$ cat src/rtl/picocode_loader.sv
// Picocode upload sequencer: assembles framed UART bytes into 18-bit words, writes them
// to consecutive picocode RAM addresses and switches the CPU instruction source ROM/RAM.
module picocode_loader #(
    parameter int         ADDR_W     = 10,
    parameter int         DATA_W     = 18,
    parameter logic [7:0] SYNC_BYTE  = 8'hA5,
    parameter int         TIMEOUT    = 5_000_000,
    parameter int         RST_CYCLES = 16
) (
    input  logic              clk,
    input  logic              rst,
    input  logic [7:0]        rx_data,
    input  logic              rx_valid,
    input  logic              rom_select,
    output logic              remap,
    output logic              cpu_reset,
    output logic              ram_wr_en,
    output logic [ADDR_W-1:0] ram_address,
    output logic [DATA_W-1:0] ram_data_in,
    output logic              busy,
    output logic              load_ok,
    output logic              load_err,
    output logic [2:0]        dbg_state
);
    localparam int          IDX_W = ADDR_W + 1;
    localparam int          TMO_W = $clog2(TIMEOUT + 1);
    localparam int          RCW   = $clog2(RST_CYCLES + 1);
    localparam logic [16:0] DEPTH = 17'(1 << ADDR_W);

    typedef enum logic [2:0] {IDLE, LEN_LO, LEN_HI, B0, B1, B2, CHK, SWITCH} state_t;

    state_t           state, state_next;
    logic [7:0]       len_lo, byte0, byte1, chk_acc;
    logic [IDX_W-1:0] word_cnt, word_idx;
    logic [TMO_W-1:0] tmo_cnt;
    logic [RCW-1:0]   sw_cnt;
    logic [15:0]      len_n;
    logic             in_frame, timeout_hit, last_word;
    logic             start_frame, wr_word, set_ok, set_err, set_remap, clr_remap;

    // Handshake: rx_valid is a one-cycle strobe with no backpressure; every strobe seen in a
    // frame state is consumed that cycle, so back-to-back bytes are never dropped.
    assign len_n       = {rx_data, len_lo};
    assign in_frame    = (state inside {LEN_LO, LEN_HI, B0, B1, B2, CHK});
    assign timeout_hit = in_frame && !rx_valid && (tmo_cnt == TMO_W'(TIMEOUT - 1));
    assign last_word   = (word_idx == word_cnt - IDX_W'(1));

    assign busy      = (state != IDLE);
    assign cpu_reset = (state == SWITCH);
    assign dbg_state = state;

    always_ff @(posedge clk or posedge rst) begin
        if (rst) state <= IDLE;
        else     state <= state_next;
    end

    always_comb begin
        state_next  = state;
        start_frame = 1'b0;
        wr_word     = 1'b0;
        set_ok      = 1'b0;
        set_err     = 1'b0;
        set_remap   = 1'b0;
        clr_remap   = 1'b0;
        case (state)
            IDLE: begin
                if (rom_select) begin
                    clr_remap  = 1'b1;
                    state_next = SWITCH;
                end else if (rx_valid && rx_data == SYNC_BYTE && !remap) begin
                    start_frame = 1'b1;
                    state_next  = LEN_LO;
                end
            end
            LEN_LO: if (rx_valid) state_next = LEN_HI;
            LEN_HI: begin
                if (rx_valid) begin
                    if (len_n == 16'd0 || {1'b0, len_n} > DEPTH) begin
                        set_err    = 1'b1;
                        state_next = IDLE;
                    end else begin
                        state_next = B0;
                    end
                end
            end
            B0: if (rx_valid) state_next = B1;
            B1: if (rx_valid) state_next = B2;
            B2: begin
                if (rx_valid) begin
                    wr_word    = 1'b1;
                    state_next = last_word ? CHK : B0;
                end
            end
            CHK: begin
                if (rx_valid) begin
                    if (chk_acc == rx_data) begin
                        set_remap  = 1'b1;
                        set_ok     = 1'b1;
                        state_next = SWITCH;
                    end else begin
                        set_err    = 1'b1;
                        state_next = IDLE;
                    end
                end
            end
            SWITCH: if (sw_cnt == RCW'(RST_CYCLES - 1)) state_next = IDLE;
            default: state_next = IDLE;
        endcase
        // A stalled sender abandons the frame; RAM words already written stay in place.
        if (timeout_hit) begin
            set_err    = 1'b1;
            state_next = IDLE;
        end
    end

    always_ff @(posedge clk or posedge rst) begin
        if (rst) begin
            remap       <= 1'b0;
            ram_wr_en   <= 1'b0;
            ram_address <= '0;
            ram_data_in <= '0;
            load_ok     <= 1'b0;
            load_err    <= 1'b0;
            len_lo      <= '0;
            byte0       <= '0;
            byte1       <= '0;
            chk_acc     <= '0;
            word_cnt    <= '0;
            word_idx    <= '0;
            tmo_cnt     <= '0;
            sw_cnt      <= '0;
        end else begin
            ram_wr_en <= wr_word;
            if (wr_word) begin
                ram_address <= word_idx[ADDR_W-1:0];
                ram_data_in <= {rx_data[1:0], byte1, byte0};
                word_idx    <= word_idx + IDX_W'(1);
            end
            if (start_frame) begin
                chk_acc  <= '0;
                word_idx <= '0;
                load_ok  <= 1'b0;
                load_err <= 1'b0;
            end else if (in_frame && rx_valid) begin
                chk_acc <= chk_acc ^ rx_data;
            end
            if (rx_valid) begin
                case (state)
                    LEN_LO:  len_lo   <= rx_data;
                    LEN_HI:  word_cnt <= len_n[IDX_W-1:0];
                    B0:      byte0    <= rx_data;
                    B1:      byte1    <= rx_data;
                    default: ;
                endcase
            end
            tmo_cnt <= (in_frame && !rx_valid) ? tmo_cnt + TMO_W'(1) : '0;
            sw_cnt  <= (state == SWITCH) ? sw_cnt + RCW'(1) : '0;
            if (set_remap)      remap <= 1'b1;
            else if (clr_remap) remap <= 1'b0;
            if (set_ok)  load_ok  <= 1'b1;
            if (set_err) load_err <= 1'b1;
        end
    end

endmodule

$ cat config.mk
export PLATFORM = sky130hd
export DESIGN_NAME = picocode_loader
export DESIGN_NICKNAME = d
export VERILOG_FILES = /design/src/rtl/picocode_loader.sv
export SDC_FILE = /design/constraint.sdc
export NUM_CORES = 1
export LEC_CHECK = 0
export ABC_CLOCK_PERIOD_IN_PS = 5600
export CORE_MARGIN = 1
export CORE_UTILIZATION = 55
export DETAILED_ROUTE_END_ITERATION = 8
export GPL_TIMING_DRIVEN = 0
export MAX_ROUTING_LAYER = met4
export PLACE_DENSITY_LB_ADDON = 0.25
export SYNTH_ARGS = -nofsm -noshare
export SYNTH_HDL_FRONTEND = slang
export SYNTH_SLANG_ARGS = --single-unit
export TNS_END_PERCENT = 10
$ cat constraint.sdc
create_clock -name clk -period 5.6 [get_ports clk]
set_input_delay 0.84 -clock clk [delete_from_list [all_inputs] [get_ports clk]]
set_output_delay 0.84 -clock clk [all_outputs]
set_load 0.005 [all_outputs]
======== Yosys cells after proc, flatten, opt, wreduce, memory -nomap -nowiden ========
Cells that the tools add are included.
Widths: inputs -> output; s select.
word-level totals
  register bits after elaboration ......... 117
  output and inout bits ................... 37
  word-level logic and storage cells ...... 104
operators by class
  add/subtract/negate cells ............... 4
  magnitude comparators ................... 1
  eq/ne operators ......................... 20
  muxes and demuxes ....................... 41
  bitwise logic cells ..................... 1
  reduce and logical (&&, ||, !) cells .... 22
operators by type and width
  operator               number
  $mux 3                 12
  $pmux 3 s8             1
  $add 23x1->23 const B  1
  $eq 23x23->1 const B   1
  $mux 23                1
  $mux 11                2
  $mux 1                 20
  $ne 3x3->1 const B     6
  $gt 16x11->1 const B   1
  $logic_not 16->1       1
  $mux 8                 2
  $eq 3x3->1 const B     4
  $add 11x1->11 const B  1
  $eq 11x11->1           1
  $sub 11x1->11 const B  1
  $reduce_bool 2->1      5
  $eq 8x8->1             1
  $eq 8x8->1 const B     1
  $reduce_and 2->1       4
  $reduce_and 8->1       1
  $xor 8x8->8            1
  $eq 3x2->1 const B     2
  $reduce_bool 6->1      1
  $add 5x1->5 const B    1
  other kinds (12)       17

======== Longest topological paths before layout ========
Gate-level depths: netlist of run 1.
  depth after elaboration ................. 8
  depth in mapped cells ................... 9
  gate-level depth less buffers ........... 8

======== Worst setup path after synthesis of run 1 ========
OpenSTA, ideal clock, no wires.
  kind .................................... input to register
  from .................................... input rx_data[1]
  to ...................................... register state[2], in the netlist dbg_state[2]
  data arrival time ....................... 2.398 ns
  data required time ...................... 5.481 ns
  setup slack ............................. 3.083 ns
  stages .................................. 7
  cells stage by stage .................... buf_2 -> or4_4 -> nor4b_4 -> o221a_1 -> nor2_1 -> a22oi_1 -> a21bo_1
on the way
  longest elaborated chain between the ends .. 5
  elaborated cells between the ends (all ways) .. 10
  those cells by class .................... 3 x eq/ne; 4 x mux; 3 x reduce/logical
ends and longest elaborated chain
  item                                                RTL line  RTL
  start: declaration                                  12        input logic [7:0] rx_data,
  $eq 8x8->1, on equally long branches                96, 70
  $mux 3 / $logic_and 1x1->1 (equally long branches)  96, 70
  $mux 3 / $logic_and 1x1->1 (equally long branches)  95, 70
  $pmux 3 s8 / $ne 4x4->1 (equally long branches)     n/a
  $mux 3 / $reduce_and 8->1 (equally long branches)   n/a
  end signal: assignment                              54        else state <= state_next;
  end: declaration                                    32        state_t state, state_next;
Several ways; a longest one is shown, not always the timed one. The select of a mux whose other input is x is not followed.
A chain may end at the register's enable or synchronous reset.

======== Worst setup path in the final report of run 1 ========
  from .................................... register state[2], in the netlist dbg_state[2]
  to ...................................... output busy
on the way
  longest elaborated chain between the ends .. 1
ends and longest elaborated chain
  item               RTL line  RTL
  $reduce_bool 3->1  48        assign busy = (state != IDLE);
  end: declaration   20        output logic busy,
Every way passes these cells.

==> results of run 1 <==
## tightest hold or removal path: stages, from the launching register on
cell	delay (ps)
dfrtp_1	330
nand2_1	50
nand2_1	50
## sequential cells by signal, indices dropped and copies added, names as in the netlist, 10 cells and up
register / count
word_cnt: 11
ram_data_in: 18
tmo_cnt: 23
word_idx: 11
ram_address: 10
## power by group through the flow
| stage | Clock, mW | Combinational (mW) | Sequential (mW) |
|---|---|---|---|
| 2_1_floorplan | 0 | 0.688 | 1.29 |
| 5_1_grt | 1.03 | 1.14 | 1.37 |
| 3_3_place_gp | 0 | 0.978 | 1.33 |
| 3_5_place_dp | 0 | 1.02 | 1.34 |
| 6_report | 0.979 | 1.02 | 1.34 |
| 4_1_cts | 0.994 | 1.03 | 1.33 |
## kinds of logic after synthesis
| family | share of synthesized area [%] |
|---|---|
| compound gates | 6.716 |
| simple gates | 21.92 |
| xor+xnor | 7.679 |
| mux | 6.649 |
| flops | 52.38 |
| fa+ha+maj | 1.119 |
| buf+inv | 3.537 |
## metrics by stage
stage	hold WS, ps	area, µm²	setup WS [ps]	util (%)	cells
6_report	458.6	6779	2630	69.04	763
5_1_grt	490.4	6779	2499	69.04	763
4_1_cts	468.4	6779	2644	69.04	763
3_5_place_dp	457.0	6236	2440	63.51	731
3_3_place_gp	448.5	6186	77.69	63.00	729
2_1_floorplan	430.4	5589	1659	-	553
## final cells by class
type	instances	area (µm²)
Timing Repair Buffer	45	478.0
Tap cell	133	166.4
Clock inverter	10	80.08
Sequential cell	117	2928
Buffer	25	118.9
Clock buffer	22	462.9
Fill cell	767	3040
Multi-Input combinational cell	390	2464
Inverter	21	81.33
## worst max path at each step
stage / to / slack [ps] / depth (start not counted)
after floorplan: byte0[0] / 1660 / 1
after global placement: ram_data_in[13] / 80 / 2
after detailed placement: dbg_state[2] / 2440 / 7
after CTS: busy / 2640 / 4
after global routing: busy / 2500 / 4
final: busy / 2630 / 4
## cells in the final DEF, fill, tap and decap left out, types with 16 or more instances in the layout
cell type,n
xnor2_1,24
xor2_1,25
o21ai_0,19
clkbuf_1,18
dfrtp_1,117
nor2_1,46
clkbuf_16,16
inv_1,19
nand2_1,108
mux2_2,33
nand3_1,23
clkdlybuf4s50_1,43
## per-layer routing
layer	track usage, %	vias to the layer above	part of all wire, %
li1	-	1999	-
met1	33.99	2103	44
met2	41.23	99	49
met3	5.627	32	4.1
met4	14.41	0	3.1
met5	-	-	0
==> key figures, run 1 <==
Run status
  • Status: finished clean

STA
  • Setup TNS: 0 ps
  • Max Freq: 336.7 MHz
  • Max-slew violation count: 0
  • Max-slew headroom: 45.02%
  • Final Setup Violations: 0
  • Final-report hold violation count: 0
  • Skew final: 7.458 ps
  • RSZ-0062 raised after global routing: false
  • Worst-Margin Slew: 822.5 ps
  • Min cycle time layout: 2970 ps
  • Final worst-path cycle share: 53.04%

Floorplanning
  • Die height: 102.8 µm
  • Core footprint: 0.009819 mm²
  • Full die area: 0.01057 mm²
  • Die Wd: 102.8 µm
  • Ports: 49
  • Std-Cell Rows: 36
  • Initial Util: 56.92%

Global routing
  • Vias in the first global route: 4104
  • Grt ovf: 0
  • Number of antenna violations at the first check in global routing: 0
  • GRT Resource Usage Total: 27.04%
  • First-pass GRT wire length: 20270 µm
  • Largest net degree at the start of global routing: 57

CTS
  • TritonCTS clock tree: done
  • CTS H-tree lvls: 4
  • Reg clk slew, reported paths: 50 ps
  • CTS Sinks: 117
  • Skew-Pair Late Insertion Delay: 530 ps
  • Setup Buffers After CTS: 0
  • Post-CTS sizing: 0
  • CTS root buf: clkbuf_8
  • Max Root-Sink Buffers: 2
  • CTS Hold Buffers Added: 0
  • Cts bufs inserted: 17

Placed design
  • Port bufs: 43
  • Routability Congestion: 0.9214
  • DP HPWL: 8568 µm

Setup path
  • CP peak stage delay: 470 ps
  • Required time of the critical path: 4760 ps
  • Critical path arrival: 2130 ps
  • Critical Path Source Type: flop
  • Worst R2R Path Depth: 8
  • Cell family with most CP delay: buffers and inverters
  • RR Startpoint: word_cnt[0]
  • Worst-path maximum fanout: 9
  • WP buf/inv: 3
  • Crit-path slowest cell: clkdlybuf4s50_1
  • Crit path kind: flop to output port
  • R2r setup slk: 2830 ps
  • CP endpoint kind: output port
  • Worst Setup SP: dbg_state[2]
  • CP cell instances: buf_4 > nor3_1 > inv_1 > clkdlybuf4s50_1
  • RR Endpoint: dbg_state[0]

Synth
  • Cells after Synth: 553
  • Top cells by count, synth: dfrtp_1, nand2_1, nor2_1
  • Synth warnings: 0
  • Netlist Area Pre-Place: 0.005589 mm²
  • Count leader, synth: dfrtp_1
  • Synth cell types: 57
  • #FFs+latches synth: 117
  • Async S/R FF share, synth: 100.0%
  • Syn Area/Cell: 10.11 µm²
  • Area contributors post-synth: dfrtp_1, nand2_1, mux2_2
  • Register area share after synthesis: 52.38%
  • EDFF count, synth: 0
  • Synth top area share: 52.38%
  • Biggest area consumer among synthesized cells: dfrtp_1
  • Top_reg_cell synth: dfrtp_1
  • Post-Syn Nets: 570

Pwr
  • Clock power share: 29.3%
  • Worst vdd ir: 0.3120 mV
  • Combinational power share: 30.6%
  • Power after layout: 3.337 mW
  • Switching fraction of total power: 32.06%
  • Sw power: 1.070 mW
  • Internal: 2.267 mW
  • Power per cell area: 492.2 mW/mm²
  • Flop pwr share: 40.1%
  • Lkg Pwr: 2.969 nW

Worst hold path
  • Min-delay src: byte1[6]
  • Hold WC Path Type: flop to flop
  • Hold Crit Endpoint: ram_data_in[14]
  • Hold Path Depth: 2

Detailed routing
  • Total Routed Length: 12330 µm
  • Routed length per instance: 16.16 µm
  • Via-per-instance ratio: 5.548
  • Vias: 4233
  • Post-route ant nets: 0
  • DRT Pass-1 Iters: 4
  • Initial DRC count: 208
  • Post-route DRC: 0

Flow run
  • Max_cap viols: 0

Finish
  • Synth-to-Final Area Change: 21.29%
  • Layout Nets: 634
  • Antenna diodes: 0
  • Layout cell share with drive strength beyond 1: 14.44%
(Power assumes the default switching activity.)
==> inputs of run 2 (changes only) <==
Settings changed: ABC_CLOCK_PERIOD_IN_PS 5600 to 2900.
Clock period 5.6 ns to 2.9 ns, I/O delays scaled along.
==> key figures, run 2 (synthesized netlist as in run 1, its figures left out) <==
Run status
  • Status: finished clean

Pwr
  • Power per cell area: 1011 mW/mm²
  • Sw power: 2.132 mW
  • Clock power share: 34.4%
  • Power after layout: 6.995 mW
  • Internal: 4.862 mW
  • Flop pwr share: 37.1%
  • Combinational power share: 28.5%
  • Switching fraction of total power: 30.49%
  • Worst vdd ir: 0.5467 mV
  • Lkg Pwr: 3.028 nW

Worst hold path
  • Hold Crit Endpoint: ram_data_in[17]
  • Hold Path Depth: 3
  • Min-delay src: rx_data[1]
  • Hold WC Path Type: input port to flop

Floorplanning
  • Initial Util: 56.92%
  • Die Wd: 102.8 µm
  • Ports: 49
  • Die height: 102.8 µm
  • Std-Cell Rows: 36
  • Full die area: 0.01057 mm²
  • Core footprint: 0.009819 mm²

Placed design
  • Routability Congestion: 0.9726
  • DP HPWL: 8642 µm
  • Port bufs: 43
  • DP Cell Count: 731

Detailed routing
  • Total Routed Length: 12680 µm
  • Initial DRC count: 185
  • DRT Pass-1 Iters: 7
  • Via-per-instance ratio: 5.587
  • Post-route ant nets: 0
  • Routed length per instance: 16.62 µm
  • Post-route DRC: 0
  • Vias: 4263

STA
  • Max-slew headroom: 41.41%
  • Max-slew violation count: 0
  • Final worst-path cycle share: 87.97%
  • RSZ-0062 raised after global routing: false
  • Max Freq: 392.0 MHz
  • Setup TNS: 0 ps
  • Final Setup Violations: 0
  • Worst-Margin Slew: 877.1 ps
  • Skew final: 6.754 ps
  • Min cycle time layout: 2551 ps
  • Final-report hold violation count: 0
  • Fin Hold WS: 271.5 ps

Finish
  • Layout cell share with drive strength beyond 1: 14.92%
  • Antenna diodes: 0
  • Synth-to-Final Area Change: 23.77%
  • # fillers: 747
  • Most frequent cells in the layout: dfrtp_1, nand2_1, nor2_1
  • Final Util: 70.45%
  • Commonest non-fill, non-tap cell in the layout: dfrtp_1
  • Top flop regs: tmo_cnt x23, ram_data_in x18
  • Max reg flops: 23
  • Layout Nets: 634
  • Finished Layout Cells: 763
  • Most flop-heavy register: tmo_cnt

Setup path
  • Critical Path Source Type: flop
  • Worst-path maximum fanout: 9
  • Worst R2R Path Depth: 8
  • RR Startpoint: word_cnt[0]
  • CP endpoint kind: output port
  • Critical path arrival: 2120 ps
  • R2r setup slk: 390 ps
  • Required time of the critical path: 2470 ps
  • Crit path kind: flop to output port
  • RR Endpoint: dbg_state[0]

Flow run
  • Max_cap viols: 0

CTS
  • CTS H-tree lvls: 4
  • TritonCTS clock tree: done
  • Setup Buffers After CTS: 0
  • Cts bufs inserted: 17
  • CTS root buf: clkbuf_8
  • Skew-Pair Late Insertion Delay: 510 ps
  • Reg clk slew, reported paths: 50 ps
  • Post-CTS sizing: 0
  • CTS Hold Buffers Added: 0
  • Max Root-Sink Buffers: 2
  • CTS Sinks: 117

Global routing
  • Number of antenna violations at the first check in global routing: 0
  • GRT Resource Usage Total: 27.62%
  • Grt ovf: 0
  • Vias in the first global route: 4282
  • First-pass GRT wire length: 21160 µm
  • Largest net degree at the start of global routing: 43
==> run 2: final cells by class <==
cell class | count | area [µm²] | share of cell area (%)
flip-flops and latches | 117 | 2928 | 42.32
multi-input cells | 390 | 2469 | 35.68
repair buffers | 45 | 470.5 | 6.801
clock buffers | 18 | 427.9 | 6.186
clock inverters | 14 | 255.2 | 3.690
well taps | 133 | 166.4 | 2.406
plain buffers | 25 | 118.9 | 1.718
inverters | 21 | 82.58 | 1.194
==> run 2: critical path: stages (launching register included) <==
cell and delay (ps):
dfrtp_1 400, buf_4 190, nor3_1 440, inv_1 120, clkdlybuf4s50_1 460
==> run 2: power by group through the flow <==
stage                     combinational, mW  clock, mW  sequential [mW]
after floorplan                        1.33          0             2.50
after global placement                 1.88          0             2.57
after detailed placement               1.97          0             2.61
after CTS                              2.01       2.43             2.59
after global routing                   2.22       2.50             2.66
final                                  1.99       2.41             2.60
==> run 2: through the flow <==
stage,cell area [µm²],worst slack (ps)
floorplan,5593,696.0
global placement,6190,-34.68
detailed placement,6230,155.8
CTS,6913,175.6
global route,6918,167.9
finish,6918,348.9
==> run 2: worst max-delay path by stage <==
stage | from | end | slack, ps
3_3_place_gp | rst | ram_data_in[13] | -30
2_1_floorplan | word_cnt[0] | dbg_state[0] | 700
5_1_grt | word_cnt[0] | dbg_state[0] | 170
6_report | dbg_state[2] | busy | 350
4_1_cts | word_cnt[0] | dbg_state[0] | 180
3_5_place_dp | rx_data[6] | dbg_state[2] | 160
==> run 2: per-layer routing <==
metal	share of wire [%]	up-vias	global-route usage (%)
met5	0	-	-
met4	1.8	0	11.59
met3	4.9	24	5.559
met2	50	134	43.69
met1	43	2094	34.84
li1	-	2011	-
